## src/rtl/pet_needs_engine.sv

```systemverilog
// Need-level tracker: per-channel decay/refill, pet-condition FSM and LCD figure selector.
// Levels, state and figure update one edge after an input pulse; tick is decoded from the prescaler.
module pet_needs_engine #(
  parameter int NUM_NEEDS    = 4,
  parameter int MAX_LEVEL    = 5,
  parameter int LOW_THRESH   = 2,
  parameter int REFILL       = 2,
  parameter int DIVISOR      = 2500000,
  parameter int TEST_DIVISOR = 250000,
  parameter int DECAY_TICKS  = 10,
  parameter int DEATH_TICKS  = 20,
  localparam int LEVEL_W     = $clog2(MAX_LEVEL + 1)
) (
  input  logic                         clk,
  input  logic                         rst,
  input  logic [NUM_NEEDS-1:0]         evt,
  input  logic                         btn_reset,
  input  logic                         btn_test,
  output logic [NUM_NEEDS*LEVEL_W-1:0] level_bus,
  output logic [1:0]                   pet_state,
  output logic [3:0]                   figure_sel,
  output logic                         tick,
  output logic                         test_active
);
  localparam int PMAX = (DIVISOR > TEST_DIVISOR) ? DIVISOR : TEST_DIVISOR;
  localparam int PW   = (PMAX > 1) ? $clog2(PMAX) : 1;
  localparam int DW   = $clog2(DECAY_TICKS + 1);
  localparam int KW   = $clog2(DEATH_TICKS + 1);
  localparam int SW   = LEVEL_W + 1;

  typedef enum logic [1:0] {
    ST_OK    = 2'd0,
    ST_NEEDY = 2'd1,
    ST_CRIT  = 2'd2,
    ST_DEAD  = 2'd3
  } state_t;

  logic [PW-1:0]      presc_q, presc_d, presc_last;
  logic               test_q, test_d;
  logic [LEVEL_W-1:0] lvl_q  [NUM_NEEDS];
  logic [LEVEL_W-1:0] lvl_d  [NUM_NEEDS];
  logic [DW-1:0]      dcnt_q [NUM_NEEDS];
  logic [DW-1:0]      dcnt_d [NUM_NEEDS];
  logic [KW-1:0]      death_q, death_d;
  state_t             state_q, state_d;
  logic [3:0]         fig_q, fig_d;
  logic               dead, any_zero, all_zero, any_low, death_hit;
  logic [2:0]         low_idx;

  assign presc_last  = test_q ? PW'(TEST_DIVISOR - 1) : PW'(DIVISOR - 1);
  assign tick        = (presc_q == presc_last);
  assign pet_state   = state_q;
  assign figure_sel  = fig_q;
  assign test_active = test_q;

  for (genvar g = 0; g < NUM_NEEDS; g++) begin : g_bus
    assign level_bus[g*LEVEL_W +: LEVEL_W] = lvl_q[g];
  end

  always_comb begin
    presc_d = tick ? '0 : presc_q + PW'(1);
    test_d  = test_q;
    if (btn_test) begin
      test_d  = ~test_q;
      presc_d = '0;
    end

    dead = (state_q == ST_DEAD);

    // Refill wins over a coinciding decay step; the decay counter restarts either way.
    for (int i = 0; i < NUM_NEEDS; i++) begin
      logic [SW-1:0] sum;
      logic [DW-1:0] dinc;
      sum       = {1'b0, lvl_q[i]} + SW'(REFILL);
      dinc      = dcnt_q[i] + DW'(1);
      lvl_d[i]  = lvl_q[i];
      dcnt_d[i] = dcnt_q[i];
      if (!dead) begin
        if (evt[i]) begin
          lvl_d[i]  = (sum > SW'(MAX_LEVEL)) ? LEVEL_W'(MAX_LEVEL) : sum[LEVEL_W-1:0];
          dcnt_d[i] = '0;
        end else if (tick) begin
          if (dinc == DW'(DECAY_TICKS)) begin
            dcnt_d[i] = '0;
            if (lvl_q[i] != '0) lvl_d[i] = lvl_q[i] - LEVEL_W'(1);
          end else begin
            dcnt_d[i] = dinc;
          end
        end
      end
    end

    any_zero = 1'b0;
    all_zero = 1'b1;
    any_low  = 1'b0;
    low_idx  = '0;
    // Descending scan so the lowest-numbered needy channel is the one kept.
    for (int i = NUM_NEEDS - 1; i >= 0; i--) begin
      if (lvl_d[i] == '0) any_zero = 1'b1;
      else                all_zero = 1'b0;
      if (lvl_d[i] <= LEVEL_W'(LOW_THRESH)) begin
        any_low = 1'b1;
        low_idx = 3'(i);
      end
    end

    death_d = '0;
    if (dead)                  death_d = death_q;
    else if (state_q == ST_CRIT) death_d = tick ? death_q + KW'(1) : death_q;
    death_hit = (state_q == ST_CRIT) && (death_d == KW'(DEATH_TICKS));

    if (dead || all_zero || death_hit) state_d = ST_DEAD;
    else if (any_zero)                 state_d = ST_CRIT;
    else if (any_low)                  state_d = ST_NEEDY;
    else                               state_d = ST_OK;

    case (state_d)
      ST_NEEDY: fig_d = {1'b0, low_idx} + 4'd1;
      ST_CRIT:  fig_d = 4'd8;
      ST_DEAD:  fig_d = 4'd15;
      default:  fig_d = 4'd0;
    endcase

    if (btn_reset) begin
      presc_d = '0;
      test_d  = 1'b0;
      death_d = '0;
      state_d = ST_OK;
      fig_d   = 4'd0;
      for (int i = 0; i < NUM_NEEDS; i++) begin
        lvl_d[i]  = LEVEL_W'(MAX_LEVEL);
        dcnt_d[i] = '0;
      end
    end
  end

  always_ff @(posedge clk or negedge rst) begin
    if (!rst) begin
      presc_q <= '0;
      test_q  <= 1'b0;
      death_q <= '0;
      state_q <= ST_OK;
      fig_q   <= 4'd0;
      for (int i = 0; i < NUM_NEEDS; i++) begin
        lvl_q[i]  <= LEVEL_W'(MAX_LEVEL);
        dcnt_q[i] <= '0;
      end
    end else begin
      presc_q <= presc_d;
      test_q  <= test_d;
      death_q <= death_d;
      state_q <= state_d;
      fig_q   <= fig_d;
      for (int i = 0; i < NUM_NEEDS; i++) begin
        lvl_q[i]  <= lvl_d[i];
        dcnt_q[i] <= dcnt_d[i];
      end
    end
  end

endmodule

```

## config.mk

```make
export PLATFORM = sky130hd
export DESIGN_NAME = pet_needs_engine
export DESIGN_NICKNAME = d
export VERILOG_FILES = /design/src/rtl/pet_needs_engine.sv
export SDC_FILE = /design/constraint.sdc
export NUM_CORES = 1
export LEC_CHECK = 0
export CORE_MARGIN = 2
export CORE_UTILIZATION = 45
export DETAILED_ROUTE_END_ITERATION = 8
export GPL_TIMING_DRIVEN = 0
export MAX_ROUTING_LAYER = met4
export PLACE_DENSITY_LB_ADDON = 0.05
export SYNTH_ARGS = -nofsm -noshare
export SYNTH_HDL_FRONTEND = slang
export SYNTH_SLANG_ARGS = --single-unit
```

## constraint.sdc

```tcl
create_clock -name clk -period 2.9 [get_ports clk]
set_clock_uncertainty 0.05 [all_clocks]
set_input_delay 0.58 -clock clk [delete_from_list [all_inputs] [get_ports clk]]
set_output_delay 0.58 -clock clk [all_outputs]
set_load 0.02 [all_outputs]
```

==> results.json, run 1 <==
{
  "status": "finished, violations left",
  "violations": "setup timing",
  "final_common_cell": "nand2_1",
  "reg2reg_to": "figure_sel[1]",
  "final-hold-violation-count": 0,
  "ys_warn_count": 0,
  "reg2reg_setup_slack_ps": -50,
  "row_count": 35,
  "synth_top_family_by_area": "simple AND/OR/NAND/NOR gates",
  "final_nets": 595,
  "io_buffers": 26,
  "drtIter0Drc": 286,
  "cts_made_buffers": 9,
  "mostFrequentLayoutCells": "nand2_1 (59), dfrtp_1 (52), nor2_1 (50), ha_1 (36), o21ai_0 (30)",
  "placedCellCount": 649,
  "worstSetupStartpointType": "register",
  "worstReg2RegStart": "presc_q[12]",
  "grt_overflow_total": 0,
  "hold_path.class": "input pin to async pin",
  "num-fill-cells": 839,
  "synth_area_um2": 4290,
  "ys_seq_area_frac": 0.364,
  "grtUsageTotal": 0.234,
  "synth_compound_area_frac": 0.181,
  "synth_edf_count": 0,
  "power_density_nw_per_um2": 382,
  "synth_flop_cell": "dfrtp_1",
  "insertion_delay_ps": 350,
  "synth_fa_ha_area_frac": 0.105,
  "max_slew.worst_pin.slew_ps": 832,
  "die-area_um2": 10300,
  "h-tree-depth": 3,
  "dpl-instance-area_um2": 4720,
  "setup_viol": 7,
  "ant_nets": 0,
  "final_util": 0.567,
  "drv_cap": 0,
  "grt_pass1_vias": 3664,
  "gp_congestion": 0.827,
  "grt_pass1_wl_um": 18200,
  "antenna_found_initial": 0,
  "synth_top_area_share": 0.315,
  "antennaDiodeCount": 0,
  "fin_ws_ps": -49.6,
  "slew_headroom": 0.445,
  "core_area_um2": 9240,
  "drc": 0,
  "yosys.area_share.simple": 0.257,
  "fmax_mhz": 339,
  "clkTransAtPathRegs_ps": 90,
  "area_delta_synth_final_pct": 22.2,
  "clockRootBuffer": "clkbuf_8",
  "crit_top_cell": "nand2_1",
  "ff2ff_path_depth": 13,
  "clockBufferDepth": 2,
  "synth_area_leaders": "dfrtp_1 (32%), ha_1 (11%), nand2_1 (5.2%), dfstp_2 (4.9%), nor2_1 (4.6%)",
  "syn_avg_cell_area_um2": 8.68,
  "synth-xor-area-share": 0.0511,
  "start_util": 0.464,
  "p_leak_nw": 2.23,
  "min_period_ps": 2950,
  "numClockSinks": 62,
  "dp_hpwl_um": 7430,
  "ys_types": 60,
  "worstPathArrival_ps": 3120,
  "rsz0062_at_grt": "true",
  "cts_tree": "yes",
  "grt_max_degree": 63,
  "path_max_fanout": 8,
  "synth_cells": 494,
  "crit_chain": "nand2b_1 -> or4_4 -> a211o_4 -> inv_8 -> buf_12 -> a21boi_1 -> a311oi_1 -> o21ai_2 -> nand2_1 -> nor2_1 -> ha_1 -> nand2_1 -> o22ai_1",
  "routed_via_density": 5.75,
  "drive_above_1_share": 0.165,
  "die_w_um": 102,
  "period_share": 1.02,
  "end_kind": "register",
  "crit_slowest_cell": "or4_4",
  "post-route-cell-area_um2": 5240,
  "crit_type": "register to register",
  "yosysTopAreaCell": "dfrtp_1",
  "vdd_ir_drop_max_mv": 0.200,
  "holdBufCountCts": 0,
  "chipHeight_um": 102,
  "wirelength_um": 11400,
  "synth-seq-cells": 62,
  "critPathMaxStageDelay_ps": 450,
  "slew_viol_final": 0,
  "synth_nets": 538,
  "layoutNonFillerInstCount": 685,
  "drtPass1Iterations": 4,
  "num_vias": 3939,
  "wl_per_cell_um": 16.6,
  "io_pins": 28,
  "synthArstFlopShare": 1.00,
  "required_ps": 3070,
  "muxShareOfSynthArea": 0.00233
}
==> power by group <==
group	internal, W	switching [W]
combinational	0.000112	0.000167
sequential	0.000883	0.0000256
clock	0.000408	0.000406
total	0.00140	0.000599
==> worst max-delay path: cells and delay by family (launching register included) <==
| kind | cells | cell delay (ps) |
|---|---|---|
| adder cells (fa/ha/maj) | 1 | 290 |
| AO/OA/AOI/OAI | 5 | 1010 |
| flip-flops | 1 | 420 |
| AND/OR/NAND/NOR | 5 | 820 |
| buffers and inverters | 2 | 220 |
==> cell type report <==
class                   instances  area, um^2  area share
flip-flops and latches         62        1560       0.298
well taps                     129         161      0.0308
inverters                      27         109      0.0208
clock buffers                   9         124      0.0236
clock inverters                 7        77.6      0.0148
multi-input cells             391        2680       0.511
plain buffers                  13        90.1      0.0172
repair buffers                 47         438      0.0836
==> metrics by stage <==
stage          hold WS, ps  setup TNS (ps)  total power [W]  setup WS (ps)
2_1_floorplan          234               0          0.00107           7.66
3_3_place_gp           431          -58410          0.00117           -938
3_5_place_dp           432           -7600          0.00117           -558
4_1_cts                301           -59.1          0.00201          -30.9
5_1_grt                338           -1020          0.00208           -215
6_report               272            -110          0.00200          -49.6
==> flip-flops by register name, indices dropped and copies added (netlist names) <==
signal	count
dcnt_q	16
death_q	5
figure_sel	4
level_bus	12
pet_state	2
presc_q	22
test_active	1
==> cell families after synthesis <==
group | after synthesis
DFF | 62
and+or+nand+nor | 215
AOI/OAI and AO/OA | 114
buffers and inverters | 41
muxes | 1
xor gates and xnor gates | 25
adders and majority gates | 36
==> synthesized netlist by cell type (5+ instances only) <==
master / number
nand2_1: 59
o21ai_0: 33
nand3_1: 19
xnor2_1: 11
or4_1: 6
nor3b_1: 6
dfrtp_1: 54
and3_1: 6
ha_1: 36
a21oi_1: 27
nor2_1: 52
nand2b_1: 8
and4_1: 6
inv_1: 26
nand4_1: 12
nor2b_1: 7
nor3_1: 13
xor2_1: 14
clkbuf_1: 12
o31ai_1: 6
dfstp_2: 8
a311oi_1: 5
a21boi_0: 6
a31oi_1: 8
==> per-layer routing <==
metal  track usage  wire, um
met1         0.311      5370
met2         0.361      5430
met3        0.0435       440
met4        0.0759       138
met5             -         0
==> worst max path at each step <==
stage / from / to / cells past startpoint
detailed placement: test_active / tick / 6
finish: presc_q[12] / figure_sel[1] / 13
global placement: rst / death_q[0] / 1
global route: presc_q[13] / figure_sel[1] / 12
floorplan: test_active / figure_sel[1] / 12
CTS: presc_q[12] / tick / 7
==> what timing repair did <==
| action | CTS | global route |
|---|---|---|
| gates cloned | 0 | 1 |
| setup endpoints to repair | 27 | 14 |
| pin swaps | 10 | 9 |
| setup buffers | 12 | 8 |
| resized for setup | 35 | 14 |
Power figures use the tool's default switching activity.
==> run 2: changes to the inputs <==
==> constraint.sdc (replaced) <==
create_clock -name clk -period 3.1 [get_ports clk]
set_clock_uncertainty 0.05 [all_clocks]
set_input_delay 0.62 -clock clk [delete_from_list [all_inputs] [get_ports clk]]
set_output_delay 0.62 -clock clk [all_outputs]
set_load 0.02 [all_outputs]
==> run 2 against run 1 <==
- the run now ends clean
- maximum frequency decreased by 2.7%
- routed wire length decreased by 5.8%
- core utilization decreased by 1.6 points
- critical path depth decreased by 1
- via count decreased by 4.1%
- total power decreased by 3.3%
- cell count decreased by 1.9%
- flip-flop and latch count unchanged
- first-iteration DRC count decreased by 37%
- sequential power decreased by 6.7%
- largest power group unchanged
==> results.json, run 2 (synthesized netlist as in run 1, its figures left out) <==
{
  "status": "finished, final reports clean",
  "power_density_nw_per_um2": 381,
  "start_util": 0.464,
  "die_w_um": 102,
  "final_nets": 582,
  "grt_pass1_vias": 3585,
  "period_share": 0.977,
  "finalPower_w": 0.00194,
  "num_vias": 3778,
  "end_kind": "register",
  "p_seq_frac": 0.438,
  "io_pins": 28,
  "required_ps": 3260,
  "grt_pass1_wl_um": 17800,
  "antennaDiodeCount": 0,
  "clkPwrFrac": 0.434,
  "ant_nets": 0,
  "fmax_mhz": 330,
  "critPathMaxStageDelay_ps": 520,
  "p_sw_w": 0.000532,
  "clkTransAtPathRegs_ps": 80,
  "wl_per_cell_um": 15.9,
  "drc": 0,
  "max_slew.worst_pin.slew_ps": 821,
  "crit_type": "register to register",
  "regMostFlops": "presc_q",
  "area_delta_synth_final_pct": 18.6,
  "grt_overflow_total": 0,
  "setup_viol": 0,
  "holdBufCountCts": 0,
  "numClockSinks": 62,
  "grtUsageTotal": 0.227,
  "crit_top_cell": "nand2_1",
  "wirelength_um": 10700,
  "num-fill-cells": 893,
  "final_common_cell": "nand2_1",
  "drv_cap": 0,
  "slew_headroom": 0.453,
  "antenna_found_initial": 0,
  "insertion_delay_ps": 360,
  "slew_viol_final": 0,
  "io_buffers": 26,
  "core_area_um2": 9240,
  "largest_reg_flops": 22,
  "crit_slowest_cell": "or4_4",
  "clockRootBuffer": "clkbuf_8",
  "drtPass1Iterations": 5,
  "routed_via_density": 5.62,
  "worstPathArrival_ps": 3200,
  "worstSetupStartpointType": "register",
  "clockBufferDepth": 2,
  "die-area_um2": 10300,
  "netSwitchingFraction": 0.275,
  "mostFrequentLayoutCells": "nand2_1 (59), dfrtp_1 (52), nor2_1 (51), ha_1 (36), o21ai_0 (30)",
  "row_count": 35,
  "crit_chain": "nand2_1 -> or4_4 -> a211o_4 -> inv_8 -> a311oi_1 -> a211oi_1 -> o21ai_1 -> nand2_1 -> nor2_1 -> ha_1 -> nand2_1 -> o22ai_1",
  "dpl-instance-area_um2": 4710,
  "drtIter0Drc": 180,
  "p_leak_nw": 2.15,
  "hold_path.class": "input pin to async pin",
  "post-route-cell-area_um2": 5090,
  "chipHeight_um": 102,
  "cts_tree": "yes",
  "drive_above_1_share": 0.125,
  "multi_input_area_um2": 2630,
  "dp_hpwl_um": 7360,
  "power_frac_comb": 0.127,
  "vdd_ir_drop_max_mv": 0.248,
  "regArea_um2": 1560,
  "cts_made_buffers": 9,
  "rsz0062_at_grt": "true",
  "grt_max_degree": 63,
  "gp_congestion": 0.883,
  "min_period_ps": 3030,
  "power.internal_w": 0.00140,
  "h-tree-depth": 3,
  "final-hold-violation-count": 0,
  "path_max_fanout": 7
}
## run 2: final timing paths
path | start | end | slack, ps | depth (start not counted)
setup / recovery | presc_q[15] | figure_sel[1] | 70 | 12
hold reg to reg | presc_q[0] | presc_q[0] | 440 | 1
max in group asynchronous | rst | presc_q[14] | 2110 | 1
hold / removal | rst | dcnt_q[1] | 310 | 1
setup reg to reg | presc_q[15] | figure_sel[1] | 70 | 12
min in group clk | presc_q[0] | presc_q[0] | 440 | 1
## run 2: layer usage
metal,wire length (um),track usage
met5,0,-
met1,5440,0.323
met4,153,0.0769
met2,4610,0.326
met3,507,0.0366
## run 2: stage by stage
| stage | setup TNS, ps | setup WS [ps] | hold slack [ps] | std cells | util |
|---|---|---|---|---|---|
| 2_1_floorplan | 0 | 138 | 274 | 494 | - |
| 3_3_place_gp | -46650 | -800 | 425 | 649 | 0.510 |
| 3_5_place_dp | -2700 | -440 | 431 | 649 | 0.510 |
| 4_1_cts | -19.3 | -19.3 | 341 | 668 | 0.540 |
| 5_1_grt | -96.7 | -69.2 | 378 | 672 | 0.551 |
| 6_report | 0 | 69.9 | 306 | 672 | 0.551 |
## run 2: what timing repair did
item | 4_1_cts | 5_1_grt
endpoints found under the setup margin | 27 | 7
cloned | 0 | 0
pin swaps | 3 | 6
gates resized for setup | 13 | 20
buffers inserted | 3 | 6
hold endpoints to repair | 0 | 0
## run 2: final cells by class
cell class | instances | area share
multi-input cells | 391 | 0.517
flip-flops and latches | 62 | 0.307
repair buffers | 35 | 0.0634
well taps | 129 | 0.0317
clock buffers | 10 | 0.0270
inverters | 27 | 0.0214
clock inverters | 6 | 0.0182
plain buffers | 12 | 0.0143
## run 2: power groups by stage
stage	registers [W]	clock network, W	logic (W)
floorplan	0.000878	0	0.000122
global placement	0.000864	0	0.000227
detailed placement	0.000864	0	0.000227
CTS	0.000849	0.000860	0.000232
global route	0.000852	0.000902	0.000276
finish	0.000848	0.000841	0.000247
## run 2: critical path: cells and delay by family (launching register included)
family,cells,cell delay [ps]
flip-flops,1,460
AND/OR/NAND/NOR,5,830
AO/OA/AOI/OAI,5,1180
adder cells (fa/ha/maj),1,280
buffers and inverters,1,90
==> run 3: changes to the inputs <==
--- a/config.mk
+++ b/config.mk
@@ -6,7 +6,7 @@
 export NUM_CORES = 1
 export LEC_CHECK = 0
 export CORE_MARGIN = 2
-export CORE_UTILIZATION = 45
+export CORE_UTILIZATION = 53
 export DETAILED_ROUTE_END_ITERATION = 8
 export GPL_TIMING_DRIVEN = 0
 export MAX_ROUTING_LAYER = met4
==> run 3 against run 2 <==
- the flow now finishes with violations (setup timing)
- sequential share of layout area down 0.77 points
- cell area up 2.6%
- worst hold slack better by 7.9 ps
- maximum frequency down 3.1%
- critical path depth up 1
- total power down 1.7%
- critical path type unchanged
- highest routed layer unchanged
==> results.json, run 3 (synthesized netlist as in run 1, its figures left out) <==
{
  "crit_top_cell": "a31oi_2",
  "wirelength_um": 10800,
  "regMostFlops": "presc_q",
  "vdd_ir_drop_max_mv": 0.199,
  "core_area_um2": 7770,
  "mostFrequentLayoutCells": "nand2_1 (58), dfrtp_1 (52), nor2_1 (50), ha_1 (36), o21ai_0 (31)",
  "final_common_cell": "nand2_1",
  "clkPwrFrac": 0.414,
  "crit_type": "register to register",
  "final-hold-violation-count": 0,
  "p_sw_w": 0.000518,
  "cts_tree": "yes",
  "largest_reg_flops": 22,
  "worstSetupStartpointType": "register",
  "power_density_nw_per_um2": 365,
  "max_slew.worst_pin.slew_ps": 801,
  "grtUsageTotal": 0.259,
  "holdBufCountCts": 0,
  "wl_per_cell_um": 16.4,
  "num-fill-cells": 635,
  "netSwitchingFraction": 0.272,
  "num_vias": 3914,
  "io_buffers": 26,
  "slew_viol_final": 0,
  "dpl-instance-area_um2": 4670,
  "h-tree-depth": 3,
  "ant_nets": 0,
  "power.internal_w": 0.00139,
  "min_period_ps": 3130,
  "worstPathArrival_ps": 3340,
  "grt_max_degree": 63,
  "post-route-cell-area_um2": 5220,
  "fmax_mhz": 320,
  "crit_chain": "nand4b_1 -> or4_4 -> a211o_4 -> inv_8 -> buf_12 -> buf_8 -> a31oi_2 -> a31oi_2 -> buf_4 -> and3_4 -> and4_4 -> a21oi_4 -> o22ai_2",
  "area_delta_synth_final_pct": 21.7,
  "required_ps": 3320,
  "antennaDiodeCount": 0,
  "clockRootBuffer": "clkbuf_8",
  "dp_hpwl_um": 7220,
  "critPathMaxStageDelay_ps": 520,
  "die_w_um": 94.0,
  "chipHeight_um": 94.0,
  "path_max_fanout": 6,
  "violations": "setup timing",
  "io_pins": 28,
  "power_frac_comb": 0.140,
  "grt_pass1_vias": 3605,
  "crit_slowest_cell": "or4_4",
  "rsz0062_at_grt": "true",
  "row_count": 32,
  "gp_congestion": 0.923,
  "drc": 0,
  "finalPower_w": 0.00190,
  "p_seq_frac": 0.446,
  "grt_overflow_total": 0,
  "hold_path.class": "input pin to async pin",
  "period_share": 1.01,
  "grt_pass1_wl_um": 17600,
  "cts_made_buffers": 9,
  "drtPass1Iterations": 4,
  "insertion_delay_ps": 350,
  "slew_headroom": 0.466,
  "die-area_um2": 8830,
  "drive_above_1_share": 0.166,
  "fin_ws_ps": -26.0,
  "clockBufferDepth": 2,
  "drv_cap": 0,
  "antenna_found_initial": 0,
  "status": "finished, violations left",
  "final_util": 0.672,
  "end_kind": "register",
  "routed_via_density": 5.96,
  "setup_viol": 3,
  "clkTransAtPathRegs_ps": 70,
  "drtIter0Drc": 236,
  "numClockSinks": 62,
  "final_nets": 594,
  "p_leak_nw": 2.21,
  "start_util": 0.552
}
## run 3: cell types whose count changed in the layout (fill, tap and decap cells not counted), sizes merged
cell      delta
buf         +11
clkinv       +2
clkbuf       +1
clkinvlp     -1
inv          -1
## run 3: final timing paths
check / startpoint / slack [ps] / cells after the start / end
setup / recovery: presc_q[13] / -30 / 13 / figure_sel[2]
hold / removal: rst / 310 / 1 / dcnt_q[1]
setup reg to reg: presc_q[13] / -30 / 13 / figure_sel[2]
hold reg to reg: presc_q[0] / 430 / 1 / presc_q[0]
max in group asynchronous: rst / 2130 / 1 / presc_q[14]
min in group clk: presc_q[0] / 430 / 1 / presc_q[0]
## run 3: routing by layer
metal,part of all wire,global-route usage,vias up
met5,0,-,-
met4,0.018,0.0954,0
met3,0.034,0.0337,16
met2,0.46,0.389,92
met1,0.49,0.360,1921
li1,-,-,1885
## run 3: timing repair
item                                    in CTS  in global routing
resized for setup                           14                 41
buffers inserted                             8                 11
pin swaps                                    2                 17
endpoints found under the setup margin      27                  7
## run 3: cell type report
cell class | instances | area (um^2) | share of cell area
inverter | 27 | 109 | 0.0209
timing repair buffer | 45 | 413 | 0.0791
sequential | 62 | 1560 | 0.300
clock inverter | 6 | 86.3 | 0.0165
clock buffer | 10 | 128 | 0.0244
buffer | 14 | 81.3 | 0.0156
multi-input combinational | 391 | 2710 | 0.519
tap | 102 | 128 | 0.0244
## run 3: worst max-delay path, delay by kind of cell (launching register included)
family / cells / cell delay [ps]
and+or+nand+nor: 4 / 1120
AOI/OAI and AO/OA: 5 / 970
buffers and inverters: 4 / 480
DFF: 1 / 420
## run 3: power groups by stage
stage / Combinational, W / Clock (W) / Sequential (W)
6_report: 0.000266 / 0.000789 / 0.000849
3_5_place_dp: 0.000228 / 0 / 0.000864
4_1_cts: 0.000240 / 0.000799 / 0.000848
2_1_floorplan: 0.000122 / 0 / 0.000878
5_1_grt: 0.000295 / 0.000835 / 0.000852
3_3_place_gp: 0.000223 / 0 / 0.000864
## run 3: stage by stage
step           setup slack, ps  hold slack, ps  setup TNS, ps  std cells
2_1_floorplan              138             274              0        494
3_3_place_gp              -704             428         -40460        622
3_5_place_dp              -526             429          -3950        622
4_1_cts                   7.70             338              0        646
5_1_grt                   -138             387           -621        657
6_report                 -26.0             314          -34.3        657
